<file path="config.mk">
export PLATFORM = sky130hd
export DESIGN_NAME = ysyx_wbu_flat
export DESIGN_NICKNAME = d
export VERILOG_FILES = /design/src/rtl/ysyx_wbu_if.sv /design/src/rtl/ysyx_wbu.sv /design/src/flat_wrapper.sv
export SDC_FILE = /design/constraint.sdc
export NUM_CORES = 1
export LEC_CHECK = 0
export ABC_AREA = 1
export ABC_CLOCK_PERIOD_IN_PS = 2100
export BUFFER_PORTS_ARGS = -buffer_cell sky130_fd_sc_hd__buf_2
export CORE_ASPECT_RATIO = 0.7
export CORE_MARGIN = 1.5
export CORE_UTILIZATION = 45
export DETAILED_ROUTE_END_ITERATION = 10
export GPL_TIMING_DRIVEN = 1
export PLACE_DENSITY = 0.69
export SLEW_MARGIN = 15
export SYNTH_ARGS = -nofsm -noshare
export SYNTH_HDL_FRONTEND = slang
export SYNTH_SLANG_ARGS = --single-unit
export TNS_END_PERCENT = 50
</file>
<file path="constraint.sdc">
create_clock -name clk -period 2.1 [get_ports clk]
set_input_delay 0.315 -clock clk [delete_from_list [all_inputs] [get_ports clk]]
set_output_delay 0.315 -clock clk [all_outputs]
set_load 0.02 [all_outputs]
</file>
<file path="src/rtl/ysyx_wbu_if.sv">
// Writeback stage bus: the execute-side handshake with the instruction payload,
// the retire/commit side, and the register-file, redirect and halt outputs.
// The stage drives the bus through the slave modport and its driver or
// environment through the master modport.
interface ysyx_wbu_if #(
  parameter int unsigned BIT_W = 32,
  parameter int unsigned CNT_W = 32
) ();

  // Execute-stage handshake and instruction payload
  logic             prev_valid;
  logic             ready_o;
  logic [31:0]      inst_i;
  logic [BIT_W-1:0] pc_i;
  logic [BIT_W-1:0] reg_wdata_i;
  logic [3:0]       rd_i;
  logic [BIT_W-1:0] npc_wdata_i;
  logic             use_exu_npc_i;
  logic             ebreak_i;

  // Retire sink backpressure
  logic             commit_ready_i;

  // Register file write port
  logic             rf_wen_o;
  logic [3:0]       rf_waddr_o;
  logic [BIT_W-1:0] rf_wdata_o;

  // Fetch redirect
  logic             redirect_o;
  logic [BIT_W-1:0] redirect_pc_o;

  // Retire reporting and halt
  logic             retire_valid_o;
  logic [BIT_W-1:0] retire_pc_o;
  logic [31:0]      retire_inst_o;
  logic [CNT_W-1:0] retire_cnt_o;
  logic             halt_o;

  modport slave (
    input  prev_valid,
    input  inst_i,
    input  pc_i,
    input  reg_wdata_i,
    input  rd_i,
    input  npc_wdata_i,
    input  use_exu_npc_i,
    input  ebreak_i,
    input  commit_ready_i,
    output ready_o,
    output rf_wen_o,
    output rf_waddr_o,
    output rf_wdata_o,
    output redirect_o,
    output redirect_pc_o,
    output retire_valid_o,
    output retire_pc_o,
    output retire_inst_o,
    output retire_cnt_o,
    output halt_o
  );

  modport master (
    output prev_valid,
    output inst_i,
    output pc_i,
    output reg_wdata_i,
    output rd_i,
    output npc_wdata_i,
    output use_exu_npc_i,
    output ebreak_i,
    output commit_ready_i,
    input  ready_o,
    input  rf_wen_o,
    input  rf_waddr_o,
    input  rf_wdata_o,
    input  redirect_o,
    input  redirect_pc_o,
    input  retire_valid_o,
    input  retire_pc_o,
    input  retire_inst_o,
    input  retire_cnt_o,
    input  halt_o
  );

endinterface

</file>
<file path="src/rtl/ysyx_wbu.sv">
// Writeback/retire stage. Completed instructions from execute are buffered in
// a small FIFO and the head retires at most one per cycle: it writes the
// register file, may redirect fetch (flushing every younger instruction) and
// may halt the core on ebreak. Also counts retired instructions.
// DEPTH must be a power of two and at least 2 so the pointers wrap for free.
module ysyx_wbu #(
  parameter int unsigned BIT_W = 32,
  parameter int unsigned DEPTH = 2,
  parameter int unsigned CNT_W = 32
) (
  input logic       clk,
  input logic       rst,
  ysyx_wbu_if.slave wbu
);

  localparam int unsigned PtrW   = (DEPTH > 1) ? $clog2(DEPTH) : 1;
  localparam int unsigned CountW = PtrW + 1;
  localparam logic [CountW-1:0] FullCount = CountW'(DEPTH);

  typedef struct packed {
    logic [31:0]      inst;
    logic [BIT_W-1:0] pc;
    logic [BIT_W-1:0] wdata;
    logic [3:0]       rd;
    logic [BIT_W-1:0] npc;
    logic             use_npc;
    logic             ebreak;
  } entry_t;

  typedef enum logic [0:0] {
    StRun,
    StHalt
  } state_e;

  entry_t [DEPTH-1:0] mem_q, mem_d;
  logic [PtrW-1:0]    wr_ptr_q, wr_ptr_d;
  logic [PtrW-1:0]    rd_ptr_q, rd_ptr_d;
  logic [CountW-1:0]  count_q, count_d;
  logic [CNT_W-1:0]   cnt_q, cnt_d;
  state_e             state_q, state_d;
  logic               ready_q, ready_d;

  entry_t head;
  entry_t in_entry;
  logic   head_valid;
  logic   enq;
  logic   retire;
  logic   flush;

  // Pack the incoming instruction into one FIFO entry
  always_comb begin
    in_entry         = '0;
    in_entry.inst    = wbu.inst_i;
    in_entry.pc      = wbu.pc_i;
    in_entry.wdata   = wbu.reg_wdata_i;
    in_entry.rd      = wbu.rd_i;
    in_entry.npc     = wbu.npc_wdata_i;
    in_entry.use_npc = wbu.use_exu_npc_i;
    in_entry.ebreak  = wbu.ebreak_i;
  end

  // Handshake and retire decisions for this cycle
  always_comb begin
    head       = mem_q[rd_ptr_q];
    head_valid = (count_q != '0);
    retire     = head_valid & wbu.commit_ready_i & (state_q == StRun);
    // Redirect and ebreak both kill everything younger than the head,
    // including whatever is being handed over this very cycle.
    flush      = retire & (head.use_npc | head.ebreak);
    // ready_q is registered, so enqueue never depends on commit_ready_i.
    enq        = wbu.prev_valid & ready_q;
  end

  // Next-state for FIFO, retire counter, FSM and registered ready
  always_comb begin
    mem_d    = mem_q;
    wr_ptr_d = wr_ptr_q;
    rd_ptr_d = rd_ptr_q;
    count_d  = count_q;
    cnt_d    = cnt_q;
    state_d  = state_q;

    if (retire) begin
      cnt_d = cnt_q + CNT_W'(1);
    end

    if (flush) begin
      // Empty the FIFO by snapping the read pointer onto the write pointer.
      rd_ptr_d = wr_ptr_q;
      count_d  = '0;
    end else begin
      if (enq) begin
        mem_d[wr_ptr_q] = in_entry;
        wr_ptr_d        = wr_ptr_q + PtrW'(1);
      end
      if (retire) begin
        rd_ptr_d = rd_ptr_q + PtrW'(1);
      end
      count_d = count_q + CountW'(enq) - CountW'(retire);
    end

    if (retire && head.ebreak) begin
      state_d = StHalt;
    end

    ready_d = (state_d == StRun) & (count_d < FullCount);
  end

  // State registers; ready resets low so it is deasserted while in reset
  always_ff @(posedge clk or negedge rst) begin
    if (!rst) begin
      mem_q    <= '0;
      wr_ptr_q <= '0;
      rd_ptr_q <= '0;
      count_q  <= '0;
      cnt_q    <= '0;
      state_q  <= StRun;
      ready_q  <= 1'b0;
    end else begin
      mem_q    <= mem_d;
      wr_ptr_q <= wr_ptr_d;
      rd_ptr_q <= rd_ptr_d;
      count_q  <= count_d;
      cnt_q    <= cnt_d;
      state_q  <= state_d;
      ready_q  <= ready_d;
    end
  end

  // Output drive: retire side is combinational from the FIFO head
  always_comb begin
    wbu.ready_o        = ready_q;
    wbu.retire_valid_o = retire;
    wbu.retire_pc_o    = head.pc;
    wbu.retire_inst_o  = head.inst;
    wbu.rf_wen_o       = retire & (head.rd != 4'd0);
    wbu.rf_waddr_o     = head.rd;
    wbu.rf_wdata_o     = head.wdata;
    wbu.redirect_o     = retire & head.use_npc;
    wbu.redirect_pc_o  = head.npc;
    wbu.retire_cnt_o   = cnt_q;
    wbu.halt_o         = (state_q == StHalt);
  end

endmodule
</file>
<file path="src/flat_wrapper.sv">
// flat-port wrapper written by rule: the top's interface ports become plain ports
module ysyx_wbu_flat 
#(
  parameter int unsigned BIT_W = 32,
  parameter int unsigned DEPTH = 2,
  parameter int unsigned CNT_W = 32
)
  (clk, rst, wbu_prev_valid, wbu_inst_i, wbu_pc_i, wbu_reg_wdata_i, wbu_rd_i, wbu_npc_wdata_i, wbu_use_exu_npc_i, wbu_ebreak_i, wbu_commit_ready_i, wbu_ready_o, wbu_rf_wen_o, wbu_rf_waddr_o, wbu_rf_wdata_o, wbu_redirect_o, wbu_redirect_pc_o, wbu_retire_valid_o, wbu_retire_pc_o, wbu_retire_inst_o, wbu_retire_cnt_o, wbu_halt_o);
  ysyx_wbu_if #(.BIT_W(BIT_W), .CNT_W(CNT_W)) wbu_i ();
  input logic clk;
  input logic rst;
  input wire logic [$bits(wbu_i.prev_valid)-1:0] wbu_prev_valid;
  input wire logic [$bits(wbu_i.inst_i)-1:0] wbu_inst_i;
  input wire logic [$bits(wbu_i.pc_i)-1:0] wbu_pc_i;
  input wire logic [$bits(wbu_i.reg_wdata_i)-1:0] wbu_reg_wdata_i;
  input wire logic [$bits(wbu_i.rd_i)-1:0] wbu_rd_i;
  input wire logic [$bits(wbu_i.npc_wdata_i)-1:0] wbu_npc_wdata_i;
  input wire logic [$bits(wbu_i.use_exu_npc_i)-1:0] wbu_use_exu_npc_i;
  input wire logic [$bits(wbu_i.ebreak_i)-1:0] wbu_ebreak_i;
  input wire logic [$bits(wbu_i.commit_ready_i)-1:0] wbu_commit_ready_i;
  output wire logic [$bits(wbu_i.ready_o)-1:0] wbu_ready_o;
  output wire logic [$bits(wbu_i.rf_wen_o)-1:0] wbu_rf_wen_o;
  output wire logic [$bits(wbu_i.rf_waddr_o)-1:0] wbu_rf_waddr_o;
  output wire logic [$bits(wbu_i.rf_wdata_o)-1:0] wbu_rf_wdata_o;
  output wire logic [$bits(wbu_i.redirect_o)-1:0] wbu_redirect_o;
  output wire logic [$bits(wbu_i.redirect_pc_o)-1:0] wbu_redirect_pc_o;
  output wire logic [$bits(wbu_i.retire_valid_o)-1:0] wbu_retire_valid_o;
  output wire logic [$bits(wbu_i.retire_pc_o)-1:0] wbu_retire_pc_o;
  output wire logic [$bits(wbu_i.retire_inst_o)-1:0] wbu_retire_inst_o;
  output wire logic [$bits(wbu_i.retire_cnt_o)-1:0] wbu_retire_cnt_o;
  output wire logic [$bits(wbu_i.halt_o)-1:0] wbu_halt_o;
  assign wbu_i.prev_valid = wbu_prev_valid;
  assign wbu_i.inst_i = wbu_inst_i;
  assign wbu_i.pc_i = wbu_pc_i;
  assign wbu_i.reg_wdata_i = wbu_reg_wdata_i;
  assign wbu_i.rd_i = wbu_rd_i;
  assign wbu_i.npc_wdata_i = wbu_npc_wdata_i;
  assign wbu_i.use_exu_npc_i = wbu_use_exu_npc_i;
  assign wbu_i.ebreak_i = wbu_ebreak_i;
  assign wbu_i.commit_ready_i = wbu_commit_ready_i;
  assign wbu_ready_o = wbu_i.ready_o;
  assign wbu_rf_wen_o = wbu_i.rf_wen_o;
  assign wbu_rf_waddr_o = wbu_i.rf_waddr_o;
  assign wbu_rf_wdata_o = wbu_i.rf_wdata_o;
  assign wbu_redirect_o = wbu_i.redirect_o;
  assign wbu_redirect_pc_o = wbu_i.redirect_pc_o;
  assign wbu_retire_valid_o = wbu_i.retire_valid_o;
  assign wbu_retire_pc_o = wbu_i.retire_pc_o;
  assign wbu_retire_inst_o = wbu_i.retire_inst_o;
  assign wbu_retire_cnt_o = wbu_i.retire_cnt_o;
  assign wbu_halt_o = wbu_i.halt_o;
  ysyx_wbu #(.BIT_W(BIT_W), .DEPTH(DEPTH), .CNT_W(CNT_W)) u_core (.clk(clk), .rst(rst), .wbu(wbu_i));
endmodule
</file>
Word-level counts from Yosys, hierarchy flattened
Cells that the tools add are included.
Widths: inputs -> output; s select.

storage, ports and cells
  register bits after elaboration = 306
  bits of input ports = 138

cells by class
  add/sub/neg operators = 5
  magnitude comparators = 4
  multiplexer cells = 9
  bitwise logic cells = 11
  reduce and logical (&&, ||, !) cells = 6

operator list
  operator               count
  $mux 134               3
  $bwmux 268             1
  $demux 134 s1          1
  $add 32x1->32 const B  1
  $and 1x1->1            7
  $lt 1x2->1 const B     2
  $reduce_bool 2->1      2
  $reduce_bool 4->1      1
  $mux 1                 3
  $not 1->1              3
  $add 1x1->1 const B    2
  $add 2x1->2            1
  $logic_and 1x1->1      2
  $lt 2x2->1 const B     1
  $mux 2                 1
  $reduce_and 2->1       1
  $sub 2x1->2            1
  $ge 1x1->1 const B     1
  $or 1x1->1             1

Depth between registers and ports, before layout
Gate-level depths: netlist (run 1).

  depth in word-level cells = 7
  gate-level depth with buffers = 11
  gate-level depth less buffers = 10

Least setup slack after synthesis (run 1)
OpenSTA, ideal clock, no wires.

  path type = reg-to-reg
  start = reg u_core.state_q, in the netlist u_core.wbu.halt_o
  end = reg u_core.ready_q, in the netlist u_core.wbu.ready_o
  library setup time = 0.118 ns
  data arrival time = 1.684 ns
  data required time = 1.982 ns
  setup slack = 0.297 ns
  stages on the path, launching flop included = 11
  path through = dfrtp_1 -> inv_1 -> nand2_1 -> nor2_2 -> buf_2 -> ha_1 -> inv_1 -> ha_1 -> xor2_1 -> nor2_1 -> nor2_1

between the ends
  word-level cells in the longest chain between the ends = 6

ends and longest elaborated chain
  item                                               RTL line                        source
  start: declaration                                 ysyx_wbu.sv:40                  state_e state_q, state_d;
  start signal: assignment                           ysyx_wbu.sv:117                 state_q <= StRun;
  start signal: assignment                           ysyx_wbu.sv:125                 state_q <= state_d;
  $not 1->1 *                                        ysyx_wbu.sv:66                  retire = head_valid & wbu.commit_ready_i & (state_q == StRun);
  $and 1x1->1 *                                      ysyx_wbu.sv:66
  via wbu_retire_valid_o                             flat_wrapper.sv:27              output wire logic [$bits(wbu_i.retire_valid_o)-1:0] wbu_retire_valid_o;
  $sub 2x1->2 / $and 1x1->1 (equally long branches)  ysyx_wbu.sv:99, ysyx_wbu.sv:69
  $mux 2 *                                           ysyx_wbu.sv:87                  if (flush) begin
  via u_core.count_d[1]                              ysyx_wbu.sv:38                  logic [CountW-1:0] count_q, count_d;
  $lt 2x2->1 *                                       ysyx_wbu.sv:106                 ready_d = (state_d == StRun) & (count_d < FullCount);
  $and 1x1->1 *                                      ysyx_wbu.sv:106
  via u_core.ready_d                                 ysyx_wbu.sv:41                  logic ready_q, ready_d;
  end signal: assignment                             ysyx_wbu.sv:126                 ready_q <= ready_d;
  end: declaration                                   ysyx_wbu.sv:41

The timed path passes the listed nets; every way through them passes the cells marked *.
A chain may end at the register's enable or synchronous reset.

Worst setup path in the final report (run 1)
  start = reg u_core.rd_ptr_q
  end = out wbu_rf_wen_o

between the ends
  word-level cells in the longest chain between the ends = 4

ends and longest elaborated chain
  item                                          RTL line            source
  start: declaration                            ysyx_wbu.sv:37      logic [PtrW-1:0] rd_ptr_q, rd_ptr_d;
  start signal: assignment                      ysyx_wbu.sv:122     rd_ptr_q <= rd_ptr_d;
  $mux 134 (implied by the code) (2 in series)  ysyx_wbu.sv:64      head = mem_q[rd_ptr_q];
  $reduce_bool 4->1                             ysyx_wbu.sv:136     wbu.rf_wen_o = retire & (head.rd != 4'd0);
  $and 1x1->1                                   ysyx_wbu.sv:136
  end: declaration                              flat_wrapper.sv:22  output wire logic [$bits(wbu_i.rf_wen_o)-1:0] wbu_rf_wen_o;

Every way passes these cells. The select of a mux whose other input is x is not followed.

==> results of run 1 <==
-- per-stage QoR --
stage	hold slack (ns)	util	std cells
2_1_floorplan	0.01941	-	1906
3_3_place_gp	0.2478	0.5200	2535
3_5_place_dp	0.2439	0.5200	2535
4_1_cts	0.03784	0.5655	2605
5_1_grt	0.04442	0.5787	2632
6_report	0.06198	0.5789	2634
-- per-layer routing --
layer / share of wire / wire length, um / vias to the layer above
met5: 0.00052 / 24 / -
met4: 0.019 / 875 / 4
met3: 0.073 / 3375 / 63
met2: 0.46 / 21290 / 538
met1: 0.45 / 20940 / 6907
li1: - / - / 6741
-- final timing paths --
| check | slack (ns) | end | start | cells past startpoint |
|---|---|---|---|---|
| worst max-delay path | -0.04 | wbu_rf_wen_o | u_core.rd_ptr_q$_DFFE_PN0P_ | 6 |
| worst min-delay path | 0.06 | u_core.mem_q[44]$_DFFE_PN0P_ | wbu_reg_wdata_i[6] | 3 |
| worst max register to register | 0.02 | u_core.mem_q[2]$_DFFE_PN0P_ | u_core.rd_ptr_q$_DFFE_PN0P_ | 12 |
| worst min register to register | 0.47 | u_core.mem_q[220]$_DFFE_PN0P_ | u_core.mem_q[220]$_DFFE_PN0P_ | 2 |
| max in group asynchronous | 1.07 | u_core.mem_q[213]$_DFFE_PN0P_ | rst | 3 |
| min in group asynchronous | 0.31 | u_core.mem_q[20]$_DFFE_PN0P_ | rst | 2 |
-- power groups by stage --
stage,combinational [mW],sequential (mW),clock (mW)
floorplan,0.000245,6.01,0
global placement,0.317,6.00,0
detailed placement,0.318,6.00,0
CTS,0.322,5.90,6.13
global route,0.356,5.89,6.38
finish,0.317,5.90,6.01
-- registers in the layout (all words and copies together) (netlist names) --
signal,flops
u_core.mem_q,268
u_core.wbu.retire_cnt_o,32
u_core.count_q,2
u_core.rd_ptr_q,1
u_core.wbu.halt_o,1
u_core.wbu.ready_o,1
u_core.wr_ptr_q,1
-- final cells by class --
class,count,area [um^2]
fillers,2950,13530
flip-flops and latches,306,7665
multi-input cells,1397,6245
repair buffers,377,2780
clock buffers,58,1085
well taps,427,534.3
inverters,60,242.7
clock inverters,2,35.03
diodes,7,17.52
-- tightest hold or removal path, delay by kind of cell --
family	cells	cell delay, ns
buffers and inverters	1	0.09
and+or+nand+nor	2	0.15
-- timing repair --
action                                 4_1_cts  5_1_grt
resized for setup                           72       20
endpoints found under the hold margin       38        0
setup buffers                                6       10
hold buffers                                 1        0
pin swaps                                    1        3
cloned                                       3       12
setup endpoints to repair                   80      366
-- Yosys cell counts, drive strengths merged --
cell type / instances / area share
a41oi: 1 / 0.00060
or2: 3 / 0.0013
clkbuf: 98 / 0.025
o21ai: 6 / 0.0021
dfrtp: 306 / 0.52
nand2: 1013 / 0.26
nor2: 38 / 0.010
o21bai: 1 / 0.00051
xor2: 9 / 0.0054
nor3: 5 / 0.0021
inv: 60 / 0.015
nand4: 279 / 0.12
nand3b: 1 / 0.00051
xnor2: 13 / 0.0078
buf: 47 / 0.016
ha: 3 / 0.0026
nand3: 23 / 0.0085
-- cells in the final DEF, fill, tap and decap left out, drive strengths merged --
master       Yosys  final
a41oi            1      1
clkinv           0      1
diode            0      7
xor2             9      9
dfrtp          306    306
bufinv           0      1
clkbuf          98     70
nand2         1013   1013
nor2            38     38
nand3           23     25
or2              3      3
inv             60     60
nor3             5      5
nand4          279    279
nand3b           1      1
buf             47    364
dlygate4sd3      0      1
ha               3      3
o21ai            6      6
xnor2           13     13
o21bai           1      1
-- kinds of logic after synthesis --
kind of cell,Yosys count
compound gates,8
xor+xnor,22
fa+ha+maj,3
buf+inv,205
flops,306
simple gates,1362
==> impl_metrics.ini, run 1 <==
[run_status]
status = complete, but fails checks
violations = setup timing

[grt]
grt_overflow_total = 0
antenna_found_initial = 10
grt_first_pass_wirelength_mm = 71.19
globalRouteTotalUtil = 0.2617
grt_use_met2 = 0.4099
grt_max_degree = 107
gr-usage-met3 = 0.05262
busiest_layer = met2
use_met1 = 0.3643
grt_pass1_vias = 13590

[sta]
setup-violations-final = 7
skew_ns = 0.02183
slew_headroom = 0.6265
period_share = 1.021
hold_viol = 0
rsz0062_at_grt = yes
setup_tns_ns = -0.09416
max_freq_mhz = 466.4
worst_slew_pin_slew_ns = 0.5602
final_max_slew_viol_count = 0
finalCriticalPeriod_ns = 2.144
worst_slack_ns = -0.04415

[placement]
hpwl_mm = 26.53
dpl_worst_slack_ns = 0.1747
placed_area_um2 = 16710
numPortBuffers = 306
gp_congestion = 0.8212

[critical_path]
crit_arrival_ns = 1.83
cp.required_ns = 1.78
cp_slowest_cell = dfrtp_4
critPathKind = reg -> out
cp_num_buf_inv = 3
worstPathCellList = inv_8, or2_4, o21ai_4, buf_4, a41oi_2, buf_4
critPathCaptureType = output pin
worst-path-max-fanout = 7
critPathTopFamily = flip-flops
crit_top_cell = buf_4
max_stage_delay_ns = 0.54
cp-start-kind = flop

[drt]
dr.first_iter.drc_count = 1581
avgViaCountPerCell = 5.411
detail-route-antenna-nets = 0
drt-pass1-iter-count = 7
routed-via-count = 14250
drc = 0
routedWlPerCell_um = 17.65
wl_mm = 46.50

[power_and_ir_drop]
power_switching_mw = 2.587
p_sw_frac = 0.2118
internal_power_mw = 9.632
combinationalPowerShare = 0.026
pwr-share-clk = 0.492
p_leak_nw = 10.80
p_seq_frac = 0.483
peakVddDrop_mv = 0.6460
pwr_density_cell_nw_per_um2 = 656.8
p_total_mw = 12.22

[synthesis]
synth_top_family_by_area = simple AND/OR/NAND/NOR gates
yosysSeqAreaShare = 0.5230
ys_seq_elements = 306
synth_cell_types = 25
synth_xor_area_frac = 0.01316
synth.avg_cell_area_um2 = 7.681
syn_inst = 1906
synth-simple-area-share = 0.4019
synthesis.nets = 2047
synthAdderAreaFrac = 0.002564
syn_area_um2 = 14640
yosys_warnings = 0
muxShareOfSynthArea = 0
synth_compound_area_frac = 0.003162

[clock_network]
clkLatencyLatePin_ns = 0.52
tritoncts = built
cts_sinks = 306
clockBufferDepth = 3
root_buffer = clkbuf_16
clk_pin_slew_ns = 0.06
cts_buffers = 34
htreeDepth = 2

[cells_and_area]
drive_gt1_frac = 0.2050
areaGrowthSynthToFinish_pct = 27.07
post-route-cell-area_um2 = 18600
nets = 2317

[die]
start_util = 0.4556
die_x_um = 218.6
dieArea_um2 = 33640
rows = 55
fp.dieH_um = 153.9
ios = 307
fp.coreArea_um2 = 32140

[flow_run]
max_cap_violations = 0

[worst_hold_path]
min_path_type = in -> reg
No activity file was read; power rests on OpenSTA's default activity.
==> run 2, diff against run 1 <==
- SETUP_SLACK_MARGIN: not set -> 0.02
==> run 2 against run 1 <==
Net effect: the flow still finishes with violations (setup timing); register-to-register slack worse by 0.03 ns; setup slack improved by 0.020 ns; first-iteration DRC count decreased by 2.8%; worst hold slack hardly changed; non-clock buffer count unchanged; critical path type unchanged; largest cell class unchanged; largest power group unchanged; highest routed layer unchanged.
==> impl_metrics.ini, run 2 (synthesized netlist as in run 1, its figures left out) <==
[clock_network]
tritoncts = built
clk_pin_slew_ns = 0.06
root_buffer = clkbuf_16
cts_sinks = 306
clkLatencyLatePin_ns = 0.52
cts_buffers = 34
clockBufferDepth = 3
htreeDepth = 2

[worst_hold_path]
min_path_type = in -> reg
worstHoldStart = wbu_inst_i[11]

[die]
fp.dieH_um = 153.9
die_x_um = 218.6
fp.coreArea_um2 = 32140
rows = 55
start_util = 0.4556
dieArea_um2 = 33640
ios = 307

[grt]
use_met1 = 0.3641
gr-usage-met3 = 0.05500
grt_pass1_vias = 13590
globalRouteTotalUtil = 0.2618
grt_overflow_total = 0
grt_max_degree = 107
grt_first_pass_wirelength_mm = 71.19
grt_use_met2 = 0.4072
antenna_found_initial = 10
busiest_layer = met2

[flow_run]
max_cap_violations = 0

[placement]
hpwl_mm = 26.53
numPortBuffers = 306
gp_congestion = 0.8212
dpl_worst_slack_ns = 0.1747

[critical_path]
cp-start-kind = flop
rr_startpoint = u_core.rd_ptr_q$_DFFE_PN0P_
crit_arrival_ns = 1.81
worst-path-max-fanout = 7
critPathCaptureType = output pin
cp.required_ns = 1.78
setup.worst_path.start = u_core.rd_ptr_q$_DFFE_PN0P_
critPathKind = reg -> out

[cells_and_area]
areaGrowthSynthToFinish_pct = 28.57
drive_gt1_frac = 0.2128
layout_commonest_cell = nand2_1
final_cell_mix = 988 x nand2_1, 304 x dfrtp_1, 279 x nand4_1
num-fill-cells = 2915
largest_register = u_core.mem_q
nets = 2316
utilization = 0.5857
largest_reg_flops = 268

[drt]
detail-route-antenna-nets = 0
drc = 0
wl_mm = 46.65
drt-pass1-iter-count = 5
dr.first_iter.drc_count = 1537
routedWlPerCell_um = 17.71
avgViaCountPerCell = 5.413
routed-via-count = 14260

[sta]
finalCriticalPeriod_ns = 2.124
period_share = 1.011
final_max_slew_viol_count = 0
rsz0062_at_grt = yes
skew_ns = 0.02028
worst_slack_ns = -0.02395
setup_tns_ns = -0.1592
setup-violations-final = 26
worst_slew_pin_slew_ns = 0.5476
hold_viol = 0
slew_headroom = 0.6350
max_freq_mhz = 470.8

[power_and_ir_drop]
p_leak_nw = 10.83
peakVddDrop_mv = 0.6432
pwr_density_cell_nw_per_um2 = 648.8

[run_status]
status = complete, but fails checks
violations = setup timing
-- run 2: cell count changes in the layout (fill, tap and decap cells not counted), moves of 2 or more --
cell / before / now
buf_4: 55 / 63
nand2_2: 8 / 25
buf_2: 266 / 241
buf_6: 13 / 31
nand2_1: 1005 / 988
clkbuf_16: 45 / 47
clkbuf_4: 3 / 0
buf_12: 21 / 19
-- run 2: final cells by class --
cell class	instances	area [um^2]	share of cell area
antenna	8	20.02	0.001064
clock buffer	58	1085	0.05763
sequential	306	7665	0.4072
clock inverter	2	35.03	0.001861
inverter	60	242.7	0.01290
multi-input combinational	1396	6289	0.3341
tap	427	534.3	0.02838
timing repair buffer	377	2953	0.1569
-- run 2: where the power goes --
group | internal [mW] | switching [mW]
clock network | 3.62 | 2.37
logic | 0.111 | 0.205
registers | 5.90 | 0
-- run 2: metrics by stage --
step                      instance area [um^2]  std cells  hold WS, ns  total power, mW
final                                    18820       2634      0.06228            12.21
after global routing                     18820       2631      0.04476            12.63
after detailed placement                 16710       2535       0.2439            6.322
after CTS                                18250       2604      0.03784            12.35
after floorplan                          14640       1906      0.01941            6.006
after global placement                   16710       2535       0.2478            6.321
-- run 2: worst paths after layout --
kind,to,slack (ns),cells past startpoint
max,wbu_rf_wen_o,-0.02,6
min,u_core.mem_q[113]$_DFFE_PN0P_,0.06,3
max reg2reg,u_core.mem_q[78]$_DFFE_PN0P_,-0.01,12
min reg2reg,u_core.mem_q[220]$_DFFE_PN0P_,0.47,2
max in group asynchronous,u_core.mem_q[218]$_DFFE_PN0P_,1.06,3
min in group asynchronous,u_core.mem_q[20]$_DFFE_PN0P_,0.30,2
-- run 2: what timing repair did --
action                                  4_1_cts  5_1_grt
hold buffers                                  1        0
gates cloned                                  3       15
buffers inserted                              6        7
pin swaps                                     4        3
hold endpoints to repair                     38        0
gates resized for setup                     100       51
endpoints found under the setup margin      100      392
-- run 2: per-layer routing --
layer | part of all wire | wire, um
met5 | 0.00049 | 23
met4 | 0.019 | 865
met3 | 0.073 | 3399
met2 | 0.45 | 21200
met1 | 0.45 | 21160
-- run 2: critical path: stages (launching register included) --
cell     delay, ns
dfrtp_4       0.50
inv_8         0.07
buf_12        0.15
or2_4         0.24
o21ai_4       0.07
a41oi_2       0.10
buf_4         0.17
==> run 3, diff against run 2 <==
- CELL_PAD_IN_SITES_DETAIL_PLACEMENT: not set -> 1
- CELL_PAD_IN_SITES_GLOBAL_PLACEMENT: not set -> 1
- CORE_UTILIZATION: 45 -> 40
- PLACE_DENSITY: 0.69 -> 0.81
==> run 3 against run 2 <==
Net effect: the flow still finishes with violations (setup timing); critical endpoint is now wbu_retire_inst_o[27]; first-iteration DRC count is 32% lower; worst hold slack worse by 0.0045 ns; via count is 3.3% higher; critical path depth shrank 1; largest cell class unchanged; sequential power barely moved; combinational power grew 6.9%; highest routed layer unchanged; sequential share of layout area decreased by 1.2 points; count of clock-buffer cells in the layout shrank 4; clock skew down 0.0084 ns; final cell count rose by 2.1%.
==> impl_metrics.ini, run 3 (synthesized netlist as in run 1, its figures left out) <==
[run_status]
status = complete, but fails checks
violations = setup timing

[die]
fp.dieH_um = 163.1
dieArea_um2 = 37780
fp.coreArea_um2 = 35990
die_x_um = 231.7
start_util = 0.4067
ios = 307
rows = 58

[critical_path]
critPathTopFamily = flip-flops
cp_num_buf_inv = 3
rr_startpoint = u_core.rd_ptr_q$_DFFE_PN0P_
cp_slowest_cell = dfrtp_4
path_depth = 5
worst-path-max-fanout = 29
worstPathCellList = buf_4, buf_16, nand2_1, nand2_2, buf_6
cp-start-kind = flop
crit_arrival_ns = 1.82
reg2reg_to = u_core.mem_q[175]$_DFFE_PN0P_
max_stage_delay_ns = 0.55
critPathKind = reg -> out
r2r_slack_ns = 0.07
cp.required_ns = 1.78
reg2reg_depth = 11
critPathCaptureType = output pin

[worst_hold_path]
worstHoldStart = wbu_rd_i[2]
min_path_type = in -> reg
whs_path_depth = 3
hold_end = u_core.mem_q[36]$_DFFE_PN0P_

[sta]
setup_tns_ns = -0.7104
worst_slack_ns = -0.03610
final_max_slew_viol_count = 0
setup-violations-final = 48
period_share = 1.017
finalCriticalPeriod_ns = 2.136
hold_viol = 0
worst_slew_pin_slew_ns = 0.8836
skew_ns = 0.01187
slew_headroom = 0.4109
max_freq_mhz = 468.1
rsz0062_at_grt = yes

[cells_and_area]
num-fill-cells = 4362
nets = 2321
largest_register = u_core.mem_q
areaGrowthSynthToFinish_pct = 32.48
post-route-cell-area_um2 = 19390
drive_gt1_frac = 0.2398
layout_commonest_cell = nand2_1
fin_cells = 2690
final_cell_mix = 937 x nand2_1, 304 x dfrtp_1, 279 x nand4_1
largest_reg_flops = 268

[grt]
globalRouteTotalUtil = 0.2732
grt_max_degree = 135
grt_overflow_total = 0
grt_first_pass_wirelength_mm = 81.53
grt_pass1_vias = 14560
antenna_found_initial = 9

[clock_network]
root_buffer = clkbuf_16
cts_buffers = 34
cts_sinks = 306
tritoncts = built
htreeDepth = 2
clockBufferDepth = 3
clk_pin_slew_ns = 0.06
clkLatencyLatePin_ns = 0.52

[power_and_ir_drop]
pwr_density_cell_nw_per_um2 = 633.4
peakVddDrop_mv = 0.4416
power_switching_mw = 2.723
p_total_mw = 12.28
p_sw_frac = 0.2216
p_leak_nw = 10.90
internal_power_mw = 9.561
pwr-share-clk = 0.492
p_seq_frac = 0.480
combinationalPowerShare = 0.028

[drt]
routed-via-count = 14730
routedWlPerCell_um = 20.80
dr.first_iter.drc_count = 1048
avgViaCountPerCell = 5.475
wl_mm = 55.96
detail-route-antenna-nets = 0
drt-pass1-iter-count = 5
drc = 0

[placement]
hpwl_mm = 31.46
numPortBuffers = 306
gp_congestion = 0.8576
placed_area_um2 = 16760
dp_cells = 2589

[flow_run]
max_cap_violations = 0
run 3: cell types whose count changed in the layout (fill, tap and decap cells not counted), sizes merged:
cell and change:
buf +4, clkinv +3, clkbuf -2, bufinv -1, clkinvlp +1, inv -1, nand3 -1
run 3: power by group through the flow:
stage	logic (mW)	registers, mW	clock network [mW]
floorplan	0.000245	6.01	0
global placement	0.333	6.00	0
detailed placement	0.341	6.00	0
CTS	0.343	5.89	6.16
global route	0.375	5.89	6.39
finish	0.339	5.90	6.05
run 3: stage by stage:
step,hold slack (ns),setup WS [ns],util
finish,0.05779,-0.03610,0.5388
global route,0.05494,-0.08834,0.5388
detailed placement,0.2781,0.1084,0.4657
floorplan,0.01941,0.2972,-
global placement,0.2689,0.2090,0.4657
CTS,0.04191,-0.08575,0.5149
run 3: worst register-to-register path, cell delays in order (launching register included):
cell	delay (ns)
dfrtp_4	0.55
buf_4	0.18
nand2_1	0.06
nand2_1	0.06
nand2_1	0.10
inv_2	0.07
nor2_4	0.15
buf_12	0.14
buf_12	0.17
clkbuf_16	0.25
nand4_1	0.12
nand2_1	0.12
run 3: cell type report:
class	instances	area (um^2)	share of cell area
Tap cell	480	600.6	0.03097
Clock inverter	4	22.52	0.001161
Clock buffer	54	1090	0.05619
Antenna cell	8	20.02	0.001032
Sequential cell	306	7665	0.3952
Multi-Input combinational cell	1395	6454	0.3328
Inverter	60	247.7	0.01277
Timing Repair Buffer	383	3296	0.1699
run 3: worst max-delay path by stage:
stage	start	slack, ns	endpoint
after floorplan	u_core.wbu.halt_o$_DFF_PN0_	0.30	u_core.wbu.ready_o$_DFF_PN0_
after global routing	u_core.rd_ptr_q$_DFFE_PN0P_	-0.09	wbu_retire_pc_o[4]
after CTS	u_core.rd_ptr_q$_DFFE_PN0P_	-0.09	wbu_rf_wen_o
final	u_core.rd_ptr_q$_DFFE_PN0P_	-0.04	wbu_retire_inst_o[27]
after detailed placement	u_core.rd_ptr_q$_DFFE_PN0P_	0.11	u_core.mem_q[18]$_DFFE_PN0P_
after global placement	u_core.rd_ptr_q$_DFFE_PN0P_	0.21	u_core.mem_q[36]$_DFFE_PN0P_
run 3: per-layer routing:
| metal | routed length (um) | GRT usage | vias up |
|---|---|---|---|
| met5 | 27 | 0 | - |
| li1 | - | - | 6746 |
| met2 | 25940 | 0.4307 | 459 |
| met1 | 25390 | 0.3891 | 7436 |
| met4 | 1338 | 0.07851 | 4 |
| met3 | 3254 | 0.04399 | 82 |
run 3: repair_timing:
action / CTS / global route
resized for setup: 174 / 123
setup endpoints to repair: 133 / 393
endpoints found under the hold margin: 44 / 0
gates cloned: 4 / 14
buffers inserted: 1 / 16
pin swaps: 14 / 11
hold buffers: 1 / 0
